<file path="src/rtl/muldiv_pkg.sv">
// muldiv_pkg: shared op codes, controller state encoding and default timeout for the HI/LO sequencer
package muldiv_pkg;
  localparam logic [2:0] OP_NOP  = 3'd0;
  localparam logic [2:0] OP_MULT = 3'd1;
  localparam logic [2:0] OP_DIV  = 3'd2;
  localparam logic [2:0] OP_MFHI = 3'd3;
  localparam logic [2:0] OP_MFLO = 3'd4;
  localparam logic [2:0] OP_MTHI = 3'd5;
  localparam logic [2:0] OP_MTLO = 3'd6;
  localparam int DEF_TIMEOUT = 64;
  typedef enum logic [1:0] {IDLE, MUL_RUN, DIV_RUN} state_t;
endpackage

</file>
<file path="src/rtl/hilo_ctrl_if.sv">
// hilo_ctrl_if: execute-stage op bus, mult/div unit bus and HI/LO status of the sequencer
interface hilo_ctrl_if #(parameter int W = 32);
  logic         op_valid;
  logic [2:0]   op_code;
  logic [W-1:0] op_a, op_b;
  logic         stall, rd_valid;
  logic [W-1:0] rd_data;
  logic         mult_start, div_start;
  logic [W-1:0] unit_a, unit_b;
  logic         mult_done, div_done;
  logic [W-1:0] mult_hi, mult_lo, div_hi, div_lo;
  logic [W-1:0] hi, lo;
  logic         busy, div_zero, err_timeout;
  modport master (
    output op_valid, op_code, op_a, op_b, mult_done, div_done, mult_hi, mult_lo, div_hi, div_lo,
    input  stall, rd_valid, rd_data, mult_start, div_start, unit_a, unit_b, hi, lo, busy, div_zero, err_timeout
  );
  modport slave (
    input  op_valid, op_code, op_a, op_b, mult_done, div_done, mult_hi, mult_lo, div_hi, div_lo,
    output stall, rd_valid, rd_data, mult_start, div_start, unit_a, unit_b, hi, lo, busy, div_zero, err_timeout
  );
endinterface

</file>
<file path="src/rtl/hilo_timeout.sv">
// hilo_timeout: run-length counter with clear/enable; tc flags the last permitted run cycle
module hilo_timeout #(parameter int TIMEOUT = 64) (
  input  logic clk,
  input  logic rst,
  input  logic clr,
  input  logic en,
  output logic tc
);
  localparam int CW = $clog2(TIMEOUT);
  logic [CW-1:0] cnt;
  always_ff @(posedge clk)
    cnt <= (rst || clr) ? '0 : en ? cnt + CW'(1) : cnt;
  assign tc = en && cnt == CW'(TIMEOUT - 1);
endmodule

</file>
<file path="src/rtl/hilo_ctrl.sv">
// hilo_ctrl: launches mult/div with one-cycle starts, captures results into HI/LO, stalls HI/LO ops while busy
module hilo_ctrl import muldiv_pkg::*; #(
  parameter int W       = 32,
  parameter int TIMEOUT = DEF_TIMEOUT
) (
  input logic       clk,
  input logic       rst,
  hilo_ctrl_if.slave bus
);
  state_t state, state_n;
  logic busy, stall, accept, idle_acc, launch_m, launch_d, dz, hit, tc, done_q;
  logic wr_hi, wr_lo, rd_hi, rd_lo;
  assign busy     = state != IDLE;
  assign stall    = bus.op_valid && busy && (bus.op_code inside {[OP_MULT:OP_MTLO]});
  assign accept   = bus.op_valid && !stall;
  assign idle_acc = accept && !busy;
  assign launch_m = idle_acc && bus.op_code == OP_MULT;
  assign launch_d = idle_acc && bus.op_code == OP_DIV && |bus.op_b;
  assign dz       = idle_acc && bus.op_code == OP_DIV && ~|bus.op_b;
  assign wr_hi    = idle_acc && bus.op_code == OP_MTHI;
  assign wr_lo    = idle_acc && bus.op_code == OP_MTLO;
  assign rd_hi    = accept && bus.op_code == OP_MFHI;
  assign rd_lo    = accept && bus.op_code == OP_MFLO;
  // Only a rising done edge of the running unit completes, so a level left high by the previous op is ignored
  assign hit = state == MUL_RUN ? bus.mult_done && !done_q :
               state == DIV_RUN ? bus.div_done && !done_q : 1'b0;
  hilo_timeout #(.TIMEOUT(TIMEOUT)) u_timeout (
    .clk(clk),
    .rst(rst),
    .clr(launch_m || launch_d),
    .en (busy),
    .tc (tc)
  );
  always_comb begin
    state_n = state;
    if (launch_m) state_n = MUL_RUN;
    else if (launch_d) state_n = DIV_RUN;
    else if (hit || tc) state_n = IDLE;
  end
  always_ff @(posedge clk)
    state <= rst ? IDLE : state_n;
  // Track the done flag of the unit selected for the next cycle so the first run cycle already sees its old level
  always_ff @(posedge clk)
    done_q <= rst ? 1'b0 : (state_n == DIV_RUN ? bus.div_done : bus.mult_done);
  always_ff @(posedge clk)
    if (rst) begin
      bus.hi          <= '0;
      bus.lo          <= '0;
      bus.unit_a      <= '0;
      bus.unit_b      <= '0;
      bus.mult_start  <= 1'b0;
      bus.div_start   <= 1'b0;
      bus.div_zero    <= 1'b0;
      bus.err_timeout <= 1'b0;
    end else begin
      bus.mult_start <= launch_m;
      bus.div_start  <= launch_d;
      bus.div_zero   <= dz;
      if (launch_m || launch_d) begin
        bus.unit_a <= bus.op_a;
        bus.unit_b <= bus.op_b;
      end
      bus.hi <= hit ? (state == MUL_RUN ? bus.mult_hi : bus.div_hi) : wr_hi ? bus.op_a : bus.hi;
      bus.lo <= hit ? (state == MUL_RUN ? bus.mult_lo : bus.div_lo) : wr_lo ? bus.op_a : bus.lo;
      if (tc && !hit) bus.err_timeout <= 1'b1;
    end
  assign bus.busy     = busy;
  assign bus.stall    = stall;
  assign bus.rd_valid = rd_hi || rd_lo;
  assign bus.rd_data  = rd_hi ? bus.hi : rd_lo ? bus.lo : '0;
endmodule

</file>
<file path="src/flat_wrapper.sv">
// flat-port wrapper written by rule: the top's interface ports become plain ports
module hilo_ctrl_flat import muldiv_pkg::*;
#(
  parameter int W       = 32,
  parameter int TIMEOUT = DEF_TIMEOUT
)
  (clk, rst, bus_op_valid, bus_op_code, bus_op_a, bus_op_b, bus_mult_done, bus_div_done, bus_mult_hi, bus_mult_lo, bus_div_hi, bus_div_lo, bus_stall, bus_rd_valid, bus_rd_data, bus_mult_start, bus_div_start, bus_unit_a, bus_unit_b, bus_hi, bus_lo, bus_busy, bus_div_zero, bus_err_timeout);
  hilo_ctrl_if #(.W(W)) bus_i ();
  input logic clk;
  input logic rst;
  input wire logic [$bits(bus_i.op_valid)-1:0] bus_op_valid;
  input wire logic [$bits(bus_i.op_code)-1:0] bus_op_code;
  input wire logic [$bits(bus_i.op_a)-1:0] bus_op_a;
  input wire logic [$bits(bus_i.op_b)-1:0] bus_op_b;
  input wire logic [$bits(bus_i.mult_done)-1:0] bus_mult_done;
  input wire logic [$bits(bus_i.div_done)-1:0] bus_div_done;
  input wire logic [$bits(bus_i.mult_hi)-1:0] bus_mult_hi;
  input wire logic [$bits(bus_i.mult_lo)-1:0] bus_mult_lo;
  input wire logic [$bits(bus_i.div_hi)-1:0] bus_div_hi;
  input wire logic [$bits(bus_i.div_lo)-1:0] bus_div_lo;
  output wire logic [$bits(bus_i.stall)-1:0] bus_stall;
  output wire logic [$bits(bus_i.rd_valid)-1:0] bus_rd_valid;
  output wire logic [$bits(bus_i.rd_data)-1:0] bus_rd_data;
  output wire logic [$bits(bus_i.mult_start)-1:0] bus_mult_start;
  output wire logic [$bits(bus_i.div_start)-1:0] bus_div_start;
  output wire logic [$bits(bus_i.unit_a)-1:0] bus_unit_a;
  output wire logic [$bits(bus_i.unit_b)-1:0] bus_unit_b;
  output wire logic [$bits(bus_i.hi)-1:0] bus_hi;
  output wire logic [$bits(bus_i.lo)-1:0] bus_lo;
  output wire logic [$bits(bus_i.busy)-1:0] bus_busy;
  output wire logic [$bits(bus_i.div_zero)-1:0] bus_div_zero;
  output wire logic [$bits(bus_i.err_timeout)-1:0] bus_err_timeout;
  assign bus_i.op_valid = bus_op_valid;
  assign bus_i.op_code = bus_op_code;
  assign bus_i.op_a = bus_op_a;
  assign bus_i.op_b = bus_op_b;
  assign bus_i.mult_done = bus_mult_done;
  assign bus_i.div_done = bus_div_done;
  assign bus_i.mult_hi = bus_mult_hi;
  assign bus_i.mult_lo = bus_mult_lo;
  assign bus_i.div_hi = bus_div_hi;
  assign bus_i.div_lo = bus_div_lo;
  assign bus_stall = bus_i.stall;
  assign bus_rd_valid = bus_i.rd_valid;
  assign bus_rd_data = bus_i.rd_data;
  assign bus_mult_start = bus_i.mult_start;
  assign bus_div_start = bus_i.div_start;
  assign bus_unit_a = bus_i.unit_a;
  assign bus_unit_b = bus_i.unit_b;
  assign bus_hi = bus_i.hi;
  assign bus_lo = bus_i.lo;
  assign bus_busy = bus_i.busy;
  assign bus_div_zero = bus_i.div_zero;
  assign bus_err_timeout = bus_i.err_timeout;
  hilo_ctrl #(.W(W), .TIMEOUT(TIMEOUT)) u_core (.clk(clk), .rst(rst), .bus(bus_i));
endmodule
</file>
<file path="config.mk">
export PLATFORM = sky130hd
export DESIGN_NAME = hilo_ctrl_flat
export DESIGN_NICKNAME = d
export VERILOG_FILES = /design/src/rtl/muldiv_pkg.sv /design/src/rtl/hilo_ctrl_if.sv /design/src/rtl/hilo_timeout.sv /design/src/rtl/hilo_ctrl.sv /design/src/flat_wrapper.sv
export SDC_FILE = /design/constraint.sdc
export NUM_CORES = 1
export LEC_CHECK = 0
export ABC_CLOCK_PERIOD_IN_PS = 4400
export BUFFER_PORTS_ARGS = -buffer_cell sky130_fd_sc_hd__buf_2
export CORE_AREA = 5 5 138 140
export CTS_BUF_LIST = sky130_fd_sc_hd__clkbuf_4 sky130_fd_sc_hd__clkbuf_8
export DETAILED_ROUTE_END_ITERATION = 10
export DIE_AREA = 0 0 143 145
export HOLD_SLACK_MARGIN = 0.05
export PLACE_DENSITY = 0.71
export SYNTH_ARGS = -nofsm -noshare
export SYNTH_HDL_FRONTEND = slang
export SYNTH_SLANG_ARGS = --single-unit
</file>
<file path="constraint.sdc">
create_clock -name clk -period 4.4 [get_ports clk]
set_input_delay 0.44 -clock clk [delete_from_list [all_inputs] [get_ports clk]]
set_output_delay 0.44 -clock clk [all_outputs]
set_load 0.01 [all_outputs]
</file>
# Yosys cells after proc, flatten, opt, wreduce, memory -nomap -nowiden
# Index checks and enable logic that the tools add are counted.
# word_totals
regBits	141
input_bits	200
out_inout_bits	167
# classes
n_addsub	1
n_lt_le_gt_ge	2
eq_ne	10
n_mux	14
n_reduce_logical	30
# op_table
cell	n
32-bit 2-to-1 mux	8
32-bit OR reduction	1
1-bit logical AND	17
3-bit equality test (second input constant)	3
6-bit by 1-bit adder with 6-bit output (second input constant)	1
3-bit by 2-bit equality test with 1-bit output (second input constant)	2
6-bit equality test (second input constant)	1
2-bit 2-to-1 mux	3
2-bit nonzero test	3
1-bit logical NOT	5
2-bit equality test (second input constant)	2
1-bit logical OR	4
3-bit by 1-bit equality test with 1-bit output (second input constant)	1
3-bit by 1-bit >= comparator with 1-bit output (second input constant)	1
3-bit less-or-equal comparator (second input constant)	1
1-bit 2-to-1 mux	3
2-bit by 1-bit equality test with 1-bit output (second input constant)	1

# Depth between registers and ports, before layout
# Gate-level depths: netlist (run 1).
# depth
word_depth	12
depth_mapped	8

# Cells and area by module
# A second synthesis (run 1) with hierarchy kept.
# unflattened
hier_cells	816
area_unflattened_um2	7412.1
# by_module_without_submodules
mod	n_inst	cells_each	area_per_inst_um2	seq_area_each_um2
hilo_ctrl	1	786	7141.8	2702.6
hilo_timeout	1	30	270.3	120.1

# Worst setup path before layout (run 1)
# OpenSTA, ideal clock, no wires.
# synth_path
path_type	register -> output
from	register u_core.state[0]
to	output bus_rd_data[10]
t_arrival_ns	1.788
t_required_ns	3.960
path_slack_ns	2.172
path_stages_with_launch	6
path_buffers	2
path_cell_list	dfxtp_1 -> or2_1 -> buf_2 -> nor4_1 -> clkbuf_1 -> a22o_1
# synth_between
elab_chain_len	8
elab_cells_between_ends	9
cone_classes	mux (2); reduce/logical (7)
# synth_lines
item	line	rtl
start, declared	hilo_ctrl.sv:10	state_t state, state_n;
start signal, assigned	hilo_ctrl.sv:41	state <= rst ? IDLE : state_n;
2-bit nonzero test *	hilo_ctrl.sv:13	assign busy = state != IDLE;
net bus_busy	flat_wrapper.sv:30	output wire logic [$bits(bus_i.busy)-1:0] bus_busy;
1-bit logical AND * (2 in series)	hilo_ctrl.sv:14	assign stall = bus.op_valid && busy && (bus.op_code inside {[OP_MULT:OP_MTLO]});
1-bit logical NOT *	hilo_ctrl.sv:15	assign accept = bus.op_valid && !stall;
1-bit logical AND *	hilo_ctrl.sv:15	
1-bit logical AND	hilo_ctrl.sv:23	assign rd_lo = accept && bus.op_code == OP_MFLO;
32-bit 2-to-1 mux	hilo_ctrl.sv:70	assign bus.rd_data = rd_hi ? bus.hi : rd_lo ? bus.lo : '0;
32-bit 2-to-1 mux *	hilo_ctrl.sv:70	
end, declared	flat_wrapper.sv:23	output wire logic [$bits(bus_i.rd_data)-1:0] bus_rd_data;
# The timed path passes the listed nets; every way through them passes the cells marked *.

# Worst setup path in the final report (run 1)
# layout_path
from	register u_core.state[0]
to	output bus_rd_data[8]
# layout_between
elab_chain_len	8
elab_cells_between_ends	9
cone_classes	mux (2); reduce/logical (7)
# layout_lines
item	line
2-bit nonzero test *	hilo_ctrl.sv:13
1-bit logical AND * (2 in series)	hilo_ctrl.sv:14
1-bit logical NOT *	hilo_ctrl.sv:15
1-bit logical AND *	hilo_ctrl.sv:15
1-bit logical AND	hilo_ctrl.sv:23
32-bit 2-to-1 mux	hilo_ctrl.sv:70
32-bit 2-to-1 mux *	hilo_ctrl.sv:70
# Mark *: on every way between the ends. The rest lies on a longest branch, timed or not.

==> flow_summary_export.csv, run 1 <==
group,metric,value,unit
sta,skew,11.1,ps
sta,final_period_minus_worst_setup_slack,2880,ps
clock_network,cts_htree_levels,4,
worst_setup_path,critical_path.slowest_cell,"or2_1",
sta,setup_ws,1520,ps
floorplanning,initial_utilization,0.385,
sta,finish_stage_setup_viols,0,
run_status,result_of_the_run,"finished, final reports clean",
flow_run,maxCapViolCount,0,
clock_network,ctsRootBufferMaster,"clkbuf_8",
clock_network,clock-sinks,141,
clock_network,clk_transition_reported_paths,90,ps
drt,detailedRoute.firstPassIterationCount,5,
placed_design,place_congestion,0.816,
sta,max_slew_margin,0.377,
layout,area_delta_synth_final,35.3,%
drt,detail_route.drc_violations,0,
pwr,share_comb_of_total_power,0.146,
synth,postSynthNetCount,1012,
clock_network,post_cts_setup_buffers,0,
placed_design,placed_cell_area,0.00880,sq mm
placed_design,dp.final_hpwl,19.4,mm
placed_design,placedCellCount,1337,
global_route,grt_antenna_before_repair,0,
clock_network,cts_tree,"done",
sta,max_freq,0.347,GHz
synth,ys_types,35,
layout,n_antenna_cell,0,
hold_path,hold_path_depth,3,
worst_setup_path,timing.critical_path.slowest_cell_delay,420,ps
floorplanning,die_height,145,microns
drt,ant_nets,0,
worst_setup_path,timing.critical_path.required,3960,ps
worst_setup_path,cp-start-kind,"flip-flop",
synth,synth.cell_area,0.00682,sq mm
pwr,p_int,2.09,mW
sta,setup_total_negative_slack,0,ps
layout,drive_gt1_frac,0.375,
global_route,grt_first_pass_wirelength,40.4,mm
clock_network,number_of_resized_instances_in_the_post_cts_repair_step,0,
global_route,globalRoute.totalOverflow,0,
floorplanning,die_area,0.0207,sq mm
layout,finish.cell_count_without_fillers,1369,
pwr,power_switching,0.818,mW
floorplanning,placementRows,49,
floorplanning,die_width,143,microns
worst_setup_path,crit_arrival,2440,ps
worst_setup_path,path_class,"reg2out",
worst_setup_path,worst-r2r-cell-count,6,
drt,via_count_of_the_routed_design,7613,
pwr,power.share.sequential,0.470,
pwr,power.density,315,mW/mm^2
global_route,first_global_vias,7322,
floorplanning,boundaryPins,367,
layout,mostFrequentLayoutCell,"buf_2",
clock_network,cts.path.max_buffers,2,
pwr,ir_drop,161,uV
synth,ys_ff_latch,141,
sta,final_hold_viol_count,0,
floorplanning,design.core.area,0.0177,sq mm
global_route,grt.total_usage,0.245,
drt,vias_per_cell,5.56,
pwr,power.leakage,3.88,nW
layout,finish.instance_area,0.00923,sq mm
clock_network,insertion_delay_to_the_later_sink_of_the_worst_skew_pair,440,ps
sta,fin_worst_hold_slack,271,ps
sta,grt_setup_unrepaired,"no",
drt,drt-initial-drc-count,431,
drt,wl_per_cell,19.5,microns
sta,tightest_slew,932,ps
layout,layout.nets,1328,
worst_setup_path,worstSetupEndpointType,"output pin",
pwr,netSwitchingFraction,0.281,
hold_path,timing.hold.worst.class,"in2reg",
worst_setup_path,regToRegSetupSlack,1530,ps
pwr,clkPwrFrac,0.384,
drt,totalWireLength,26.7,mm
placed_design,port-buffer-count,366,
synth,yosysWarningCount,0,
sta,post-route-period-util,0.654,
synth,synthesis.instances,811,
layout,postLayoutCoreUtil,0.521,
clock_network,cts-buffers-inserted,17,
sta,timing_max_transition_violations_final,0,
pwr,p_total,2.91,mW
synth,sequential_to_total_area_share_from_yosys_stat,0.414,
placed_design,preCtsSetupSlack,1380,ps
clock_network,cts_hold_buf,0,
worst_setup_path,critical_path.max_fanout,22,
global_route,maximum_number_of_pins_on_one_net_before_global_route_repair,53,
layout,mostFrequentLayoutCells,"buf_2 (365), dfxtp_1 (141), a21oi_1 (98)",
synth,post_synth.cell_area_avg,8.41,sq um
worst_setup_path,timing.critical_path.cells,"or2_1 -> nor4_2 -> buf_4 -> a22o_1 -> buf_2",
## sequential cells by signal, summed over array words and instances (netlist names)
signal and cells:
u_core.bus.lo 32, u_core.done_q 1, u_core.state 2, u_core.bus.err_timeout 1, u_core.bus.mult_start 1, u_core.bus.unit_b 32
u_core.u_timeout.cnt 6, u_core.bus.hi 32, u_core.bus.unit_a 32, u_core.bus.div_zero 1, u_core.bus.div_start 1
## routing by layer
layer	share of wire	wire [microns]	up-vias	GRT usage
met5	0	0	-	0
met4	0.022	595	0	0.0837
met3	0.080	2130	42	0.0546
met2	0.50	13300	341	0.427
met1	0.40	10700	3597	0.294
li1	-	-	3633	-
## kinds of logic after synthesis
logic type | share of synthesized area
adder cells (fa/ha/maj) | 0.00183
AND/OR/NAND/NOR | 0.156
AO/OA/AOI/OAI | 0.274
multiplexers | 0.0968
flip-flops | 0.414
buffers and inverters | 0.0521
XOR/XNOR | 0.00642
## critical path, delay by kind of cell (launching register included)
kind	cells	cell delay, ps
buffers and inverters	2	540
DFF	1	400
and+or+nand+nor	2	810
AOI/OAI and AO/OA	1	240
## final timing paths
kind                                              end                   from
worst max register to register  u_core.bus.unit_b[19]        u_core.state[0]
worst min-delay path                    u_core.done_q          bus_mult_done
worst min register to register  u_core.bus.unit_a[26]  u_core.bus.unit_a[26]
worst max-delay path                   bus_rd_data[8]        u_core.state[0]
## cells in the mapped netlist (all sizes together)
master     n  area (sq um)
a211oi    65           488
a21o       1          7.51
a21oi     99           495
a221oi     1          8.76
a22o      32           280
and3       1          6.26
buf       22           115
clkbuf    64           240
dfxtp    141          2820
ha         1          12.5
mux2i     66           661
nand2     71           267
nand2b     2          12.5
nand3     65           325
nand3b     3          22.5
nand4      3          18.8
nor2       8          30.0
nor2b     33           206
nor3      12          60.1
nor4      11          68.8
o2111ai    1          8.76
o211ai    32           240
o21ai     64           320
o21ba      1          10.0
o21bai     1          7.51
or2        3          18.8
or3b       1          8.76
or4        1          7.51
or4b       1          10.0
xnor2      2          17.5
xor2       3          26.3
## layout make-up
class | count | area (sq um)
Fill cell | 1757 | 8490
Multi-Input combinational cell | 584 | 3710
Sequential cell | 141 | 2820
Timing Repair Buffer | 383 | 1990
Tap cell | 229 | 287
Clock buffer | 18 | 241
Clock inverter | 14 | 184
## power groups by stage
| stage | Combinational, mW | Clock [mW] | Sequential [mW] |
|---|---|---|---|
| after global placement | 0.424 | 0 | 1.39 |
| after global routing | 0.465 | 1.20 | 1.37 |
| final | 0.426 | 1.12 | 1.37 |
| after detailed placement | 0.429 | 0 | 1.39 |
| after floorplan | 0.187 | 0 | 1.41 |
| after CTS | 0.430 | 1.14 | 1.37 |
No activity file was read; power rests on OpenSTA's default activity.
==> run 2: changes to the inputs <==
--- a/config.mk
+++ b/config.mk
@@ -5,7 +5,7 @@
 export SDC_FILE = /design/constraint.sdc
 export NUM_CORES = 1
 export LEC_CHECK = 0
-export ABC_CLOCK_PERIOD_IN_PS = 4400
+export ABC_CLOCK_PERIOD_IN_PS = 2700
 export BUFFER_PORTS_ARGS = -buffer_cell sky130_fd_sc_hd__buf_2
 export CORE_AREA = 5 5 138 140
 export CTS_BUF_LIST = sky130_fd_sc_hd__clkbuf_4 sky130_fd_sc_hd__clkbuf_8
==> constraint.sdc (replaced) <==
create_clock -name clk -period 2.7 [get_ports clk]
set_input_delay 0.27 -clock clk [delete_from_list [all_inputs] [get_ports clk]]
set_output_delay 0.27 -clock clk [all_outputs]
set_load 0.01 [all_outputs]
==> flow_summary_export.csv, run 2 (synthesis results as in run 1) <==
group,metric,value,unit
run_status,result_of_the_run,"finished, final reports clean",
layout,n_antenna_cell,0,
sta,tightest_slew,912,ps
placed_design,placed_cell_area,0.00894,sq mm
floorplanning,initial_utilization,0.385,
hold_path,timing.hold.worst.class,"in2reg",
drt,detailedRoute.firstPassIterationCount,5,
worst_setup_path,timing.critical_path.cells,"or2_1 -> nor4_4 -> buf_4 -> a22o_1 -> buf_2",
worst_setup_path,cp-start-kind,"flip-flop",
floorplanning,die_area,0.0207,sq mm
layout,final.fill_count,1695,
global_route,globalRoute.totalOverflow,0,
sta,timing_max_transition_violations_final,0,
layout,mostFrequentLayoutCell,"buf_2",
worst_setup_path,path_class,"reg2out",
layout,finish.instance_area,0.00935,sq mm
clock_network,cts_hold_buf,0,
sta,setup_total_negative_slack,0,ps
worst_setup_path,buffers_plus_inverters_on_the_worst_setup_path,2,
pwr,power.density,501,mW/mm^2
floorplanning,boundaryPins,367,
drt,via_count_of_the_routed_design,7525,
clock_network,cts_htree_levels,4,
sta,skew,11.6,ps
drt,totalWireLength,26.7,mm
layout,mostFrequentLayoutCells,"buf_2 (365), dfxtp_1 (141), a21oi_1 (98)",
worst_setup_path,worstSetupEndpointType,"output pin",
layout,regArea,0.00282,sq mm
placed_design,preCtsSetupSlack,395,ps
floorplanning,die_width,143,microns
global_route,maximum_number_of_pins_on_one_net_before_global_route_repair,65,
floorplanning,design.core.area,0.0177,sq mm
hold_path,hold_path_startpoint,"bus_op_b[18]",
global_route,first_global_vias,7290,
global_route,grt.total_usage,0.244,
placed_design,place_congestion,0.826,
drt,drt-initial-drc-count,462,
layout,layout.nets,1336,
clock_network,clock-sinks,141,
layout,multiInputGateArea,0.00372,sq mm
clock_network,clk_transition_reported_paths,80,ps
drt,wl_per_cell,19.4,microns
layout,drive_gt1_frac,0.380,
clock_network,cts.path.max_buffers,2,
worst_setup_path,critical_path.reg2reg.startpoint,"u_core.state[1]",
global_route,grt_antenna_before_repair,0,
worst_setup_path,worst-r2r-cell-count,6,
worst_setup_path,crit_family,"simple AND/OR/NAND/NOR gates",
drt,vias_per_cell,5.46,
clock_network,post_cts_setup_buffers,0,
global_route,grt_first_pass_wirelength,40.2,mm
worst_setup_path,timing.critical_path.slowest_cell_delay,410,ps
worst_setup_path,worst-path-stages,5,
clock_network,ctsRootBufferMaster,"clkbuf_8",
layout,area_delta_synth_final,37.1,%
worst_setup_path,crit-reg2reg-capture,"u_core.bus.unit_b[28]",
clock_network,number_of_resized_instances_in_the_post_cts_repair_step,1,
sta,fin_worst_hold_slack,94.6,ps
flow_run,maxCapViolCount,0,
worst_setup_path,critical_path.max_fanout,15,
sta,max_slew_margin,0.391,
worst_setup_path,crit_arrival,2330,ps
pwr,power.leakage,3.92,nW
layout,finish.cell_count_without_fillers,1377,
sta,setup_ws,104,ps
drt,detail_route.drc_violations,0,
pwr,ir_drop,296,uV
sta,finish_stage_setup_viols,0,
sta,post-route-period-util,0.961,
hold_path,hold_path_depth,3,
worst_setup_path,regToRegSetupSlack,390,ps
sta,max_freq,0.385,GHz
worst_setup_path,timing.critical_path.required,2430,ps
sta,final_hold_viol_count,0,
floorplanning,placementRows,49,
drt,ant_nets,0,
floorplanning,die_height,145,microns
sta,grt_setup_unrepaired,"yes",
worst_setup_path,critical_path.slowest_cell,"or2_1",
sta,final_period_minus_worst_setup_slack,2600,ps
placed_design,dp.final_hpwl,19.7,mm
placed_design,port-buffer-count,366,
clock_network,cts-buffers-inserted,17,
clock_network,cts_tree,"done",
placed_design,placedCellCount,1345,
clock_network,insertion_delay_to_the_later_sink_of_the_worst_skew_pair,440,ps
hold_path,worst_hold_path.endpoint,"u_core.bus.unit_b[18]",
-- run 2: changes by cell type in the layout (fill, tap and decap cells not counted), sizes merged --
cell / delta
clkinvlp: +2
inv: -1
buf: +8
clkbuf: +3
bufinv: -1
clkinv: -3
-- run 2: final cells by class --
type	instances	share of cell area
well taps	229	0.0306
clock buffers	21	0.0289
multi-input cells	584	0.397
repair buffers	391	0.227
flip-flops and latches	141	0.302
clock inverters	11	0.0144
-- run 2: worst max path at each step --
stage               startpoint                     to
6_report       u_core.state[1]         bus_rd_data[8]
3_3_place_gp   u_core.state[0]         bus_rd_data[8]
3_5_place_dp    bus_op_code[1]  u_core.bus.unit_b[28]
4_1_cts        u_core.state[1]         bus_rd_data[8]
5_1_grt        u_core.state[0]        bus_rd_data[19]
2_1_floorplan  u_core.state[0]   u_core.bus.unit_a[0]
-- run 2: report_power, final --
group	leakage, nW	switching, mW	internal, mW	total, mW
Combinational	2.58	0.399	0.311	0.710
Clock	0.198	0.863	0.889	1.75
Sequential	1.14	0.0627	2.16	2.23
Total	3.92	1.32	3.36	4.69
-- run 2: worst register-to-register path: stages (launching register included) --
cell and delay, ps:
dfxtp_1 400, or3b_1 430, or4b_1 590, o21ba_2 340, buf_12 210, o21ai_1 100, a21oi_1 170
-- run 2: per-layer routing --
metal,routed length [microns],vias up,GRT usage
li1,-,3634,-
met1,10500,3514,0.298
met2,13300,338,0.419
met3,2210,39,0.0553
met4,675,0,0.0851
met5,0,-,0
-- run 2: stage by stage --
step,utilization,power (mW)
after floorplan,-,2.60
after global placement,0.505,2.98
after detailed placement,0.505,2.98
after CTS,0.528,4.74
after global routing,0.528,4.90
final,0.528,4.69
==> run 3: changes to the inputs <==
--- a/config.mk
+++ b/config.mk
@@ -12,7 +12,7 @@
 export DETAILED_ROUTE_END_ITERATION = 10
 export DIE_AREA = 0 0 143 145
 export HOLD_SLACK_MARGIN = 0.05
-export PLACE_DENSITY = 0.71
+export PLACE_DENSITY_LB_ADDON = 0.1
 export SYNTH_ARGS = -nofsm -noshare
 export SYNTH_HDL_FRONTEND = slang
 export SYNTH_SLANG_ARGS = --single-unit
==> flow_summary_export.csv, run 3 (synthesis results as in run 1) <==
group,metric,value,unit
clock_network,cts_htree_levels,4,
drt,detailedRoute.firstPassIterationCount,5,
worst_setup_path,timing.critical_path.cells,"or3b_1 -> nor3_2 -> buf_4 -> a22o_1 -> buf_2",
pwr,power.leakage,3.92,nW
global_route,globalRoute.totalOverflow,0,
clock_network,cts_tree,"done",
clock_network,cts.path.max_buffers,2,
global_route,grt.total_usage,0.255,
clock_network,clk_transition_reported_paths,80,ps
sta,timing_max_transition_violations_final,0,
placed_design,preCtsSetupSlack,404,ps
run_status,result_of_the_run,"finished, final reports clean",
floorplanning,die_height,145,microns
worst_setup_path,timing.critical_path.required,2430,ps
worst_setup_path,path_class,"reg2out",
floorplanning,boundaryPins,367,
drt,drt-initial-drc-count,450,
sta,finish_stage_setup_viols,0,
drt,totalWireLength,27.3,mm
worst_setup_path,worst-r2r-cell-count,6,
floorplanning,initial_utilization,0.385,
placed_design,port-buffer-count,366,
sta,max_slew_margin,0.665,
sta,final_hold_viol_count,0,
clock_network,post_cts_setup_buffers,0,
sta,final_period_minus_worst_setup_slack,2530,ps
clock_network,clock-sinks,141,
clock_network,ctsRootBufferMaster,"clkbuf_8",
drt,vias_per_cell,5.44,
global_route,grt_first_pass_wirelength,42.1,mm
worst_setup_path,worstSetupEndpointType,"output pin",
pwr,power.density,492,mW/mm^2
layout,area_delta_synth_final,36.9,%
worst_setup_path,worst-path-stages,5,
worst_setup_path,crit-reg2reg-capture,"u_core.bus.unit_a[1]",
worst_setup_path,critical_path.slowest_cell,"or3b_1",
drt,detail_route.drc_violations,0,
sta,skew,7.94,ps
placed_design,dp.final_hpwl,19.6,mm
layout,drive_gt1_frac,0.378,
worst_setup_path,critical_path.max_fanout,20,
worst_setup_path,worstSetupEndpoint,"bus_rd_data[8]",
drt,ant_nets,0,
layout,postLayoutCoreUtil,0.527,
worst_setup_path,cp-start-kind,"flip-flop",
drt,wl_per_cell,19.9,microns
layout,mostFrequentLayoutCell,"buf_2",
floorplanning,die_area,0.0207,sq mm
layout,mostFrequentLayoutCells,"buf_2 (365), dfxtp_1 (141), a21oi_1 (98)",
pwr,ir_drop,339,uV
worst_setup_path,worst_setup_path_start,"u_core.state[1]",
sta,tightest_slew,498,ps
global_route,first_global_vias,7364,
worst_setup_path,critical_path.reg2reg.startpoint,"u_core.state[1]",
floorplanning,design.core.area,0.0177,sq mm
sta,setup_ws,166,ps
clock_network,cts-buffers-inserted,17,
placed_design,place_congestion,0.817,
clock_network,insertion_delay_to_the_later_sink_of_the_worst_skew_pair,440,ps
flow_run,maxCapViolCount,0,
worst_setup_path,timing.critical_path.slowest_cell_delay,430,ps
floorplanning,placementRows,49,
floorplanning,die_width,143,microns
sta,setup_total_negative_slack,0,ps
clock_network,cts_hold_buf,0,
worst_setup_path,buffers_plus_inverters_on_the_worst_setup_path,2,
worst_setup_path,regToRegSetupSlack,420,ps
drt,via_count_of_the_routed_design,7483,
layout,layout.nets,1333,
sta,post-route-period-util,0.939,
hold_path,timing.hold.worst.class,"in2reg",
worst_setup_path,crit_family,"simple AND/OR/NAND/NOR gates",
worst_setup_path,crit_arrival,2260,ps
global_route,maximum_number_of_pins_on_one_net_before_global_route_repair,71,
global_route,grt_antenna_before_repair,1,
sta,max_freq,0.395,GHz
sta,grt_setup_unrepaired,"no",
## run 3: cell count changes in the layout (fill, tap and decap cells not counted)
cell | previous run | this run
clkbuf_8 | 18 | 22
clkinvlp_4 | 3 | 2
buf_12 | 8 | 10
diode_2 | 0 | 1
inv_6 | 3 | 0
clkinv_2 | 0 | 5
buf_4 | 18 | 13
clkbuf_4 | 3 | 0
clkinv_4 | 3 | 2
bufinv_16 | 2 | 1
## run 3: power by group
| group | leakage, nW | internal, mW | switching (mW) |
|---|---|---|---|
| Combinational | 2.58 | 0.312 | 0.402 |
| Sequential | 1.14 | 2.16 | 0.0613 |
| Clock | 0.200 | 0.846 | 0.816 |
## run 3: worst register-to-register path, cell delays in order (launching register included)
cell and delay, ps:
dfxtp_1 400, or3b_1 430, or4b_1 580, o21ba_2 330
buf_12 210, o21ai_1 80, a21oi_1 170
## run 3: how the worst min path moves through the flow
stage / start / endpoint / slack, ps / depth (start not counted)
floorplan: bus_mult_done / u_core.done_q / 420 / 2
global placement: u_core.bus.unit_b[13] / u_core.bus.unit_b[13] / 450 / 2
detailed placement: u_core.bus.unit_a[1] / u_core.bus.unit_a[1] / 450 / 2
CTS: bus_op_b[15] / u_core.bus.unit_b[15] / 70 / 3
global route: bus_op_b[10] / u_core.bus.unit_b[10] / 70 / 3
finish: bus_op_b[19] / u_core.bus.unit_b[19] / 100 / 3
## run 3: layout make-up
cell class	instances	area, sq um
repair buffers	388	2120
multi-input cells	584	3720
flip-flops and latches	141	2820
clock inverters	10	87.6
fillers	1780	8370
well taps	229	287
diodes	1	2.50
clock buffers	22	303
## run 3: routing by layer
metal / track usage / part of all wire / routed length, microns
met4: 0.0732 / 0.017 / 469
met1: 0.310 / 0.41 / 11100
met5: 0 / 0 / 0
met3: 0.0609 / 0.073 / 1990
met2: 0.445 / 0.50 / 13800
## run 3: what timing repair did
action | in CTS | in global routing
gates resized for setup | 0 | 1
endpoints found under the hold margin | 0 | 0
setup endpoints to repair | 0 | 1
## run 3: stage by stage
| step | total power, mW | std cells | cell area [sq um] | hold slack, ps |
|---|---|---|---|---|
| global route | 4.80 | 1375 | 9340 | 72.8 |
| finish | 4.60 | 1375 | 9340 | 105 |
| global placement | 2.98 | 1342 | 8940 | 449 |
| detailed placement | 2.99 | 1342 | 8940 | 454 |
| CTS | 4.64 | 1374 | 9330 | 70.9 |
| floorplan | 2.60 | 811 | 6820 | 422 |
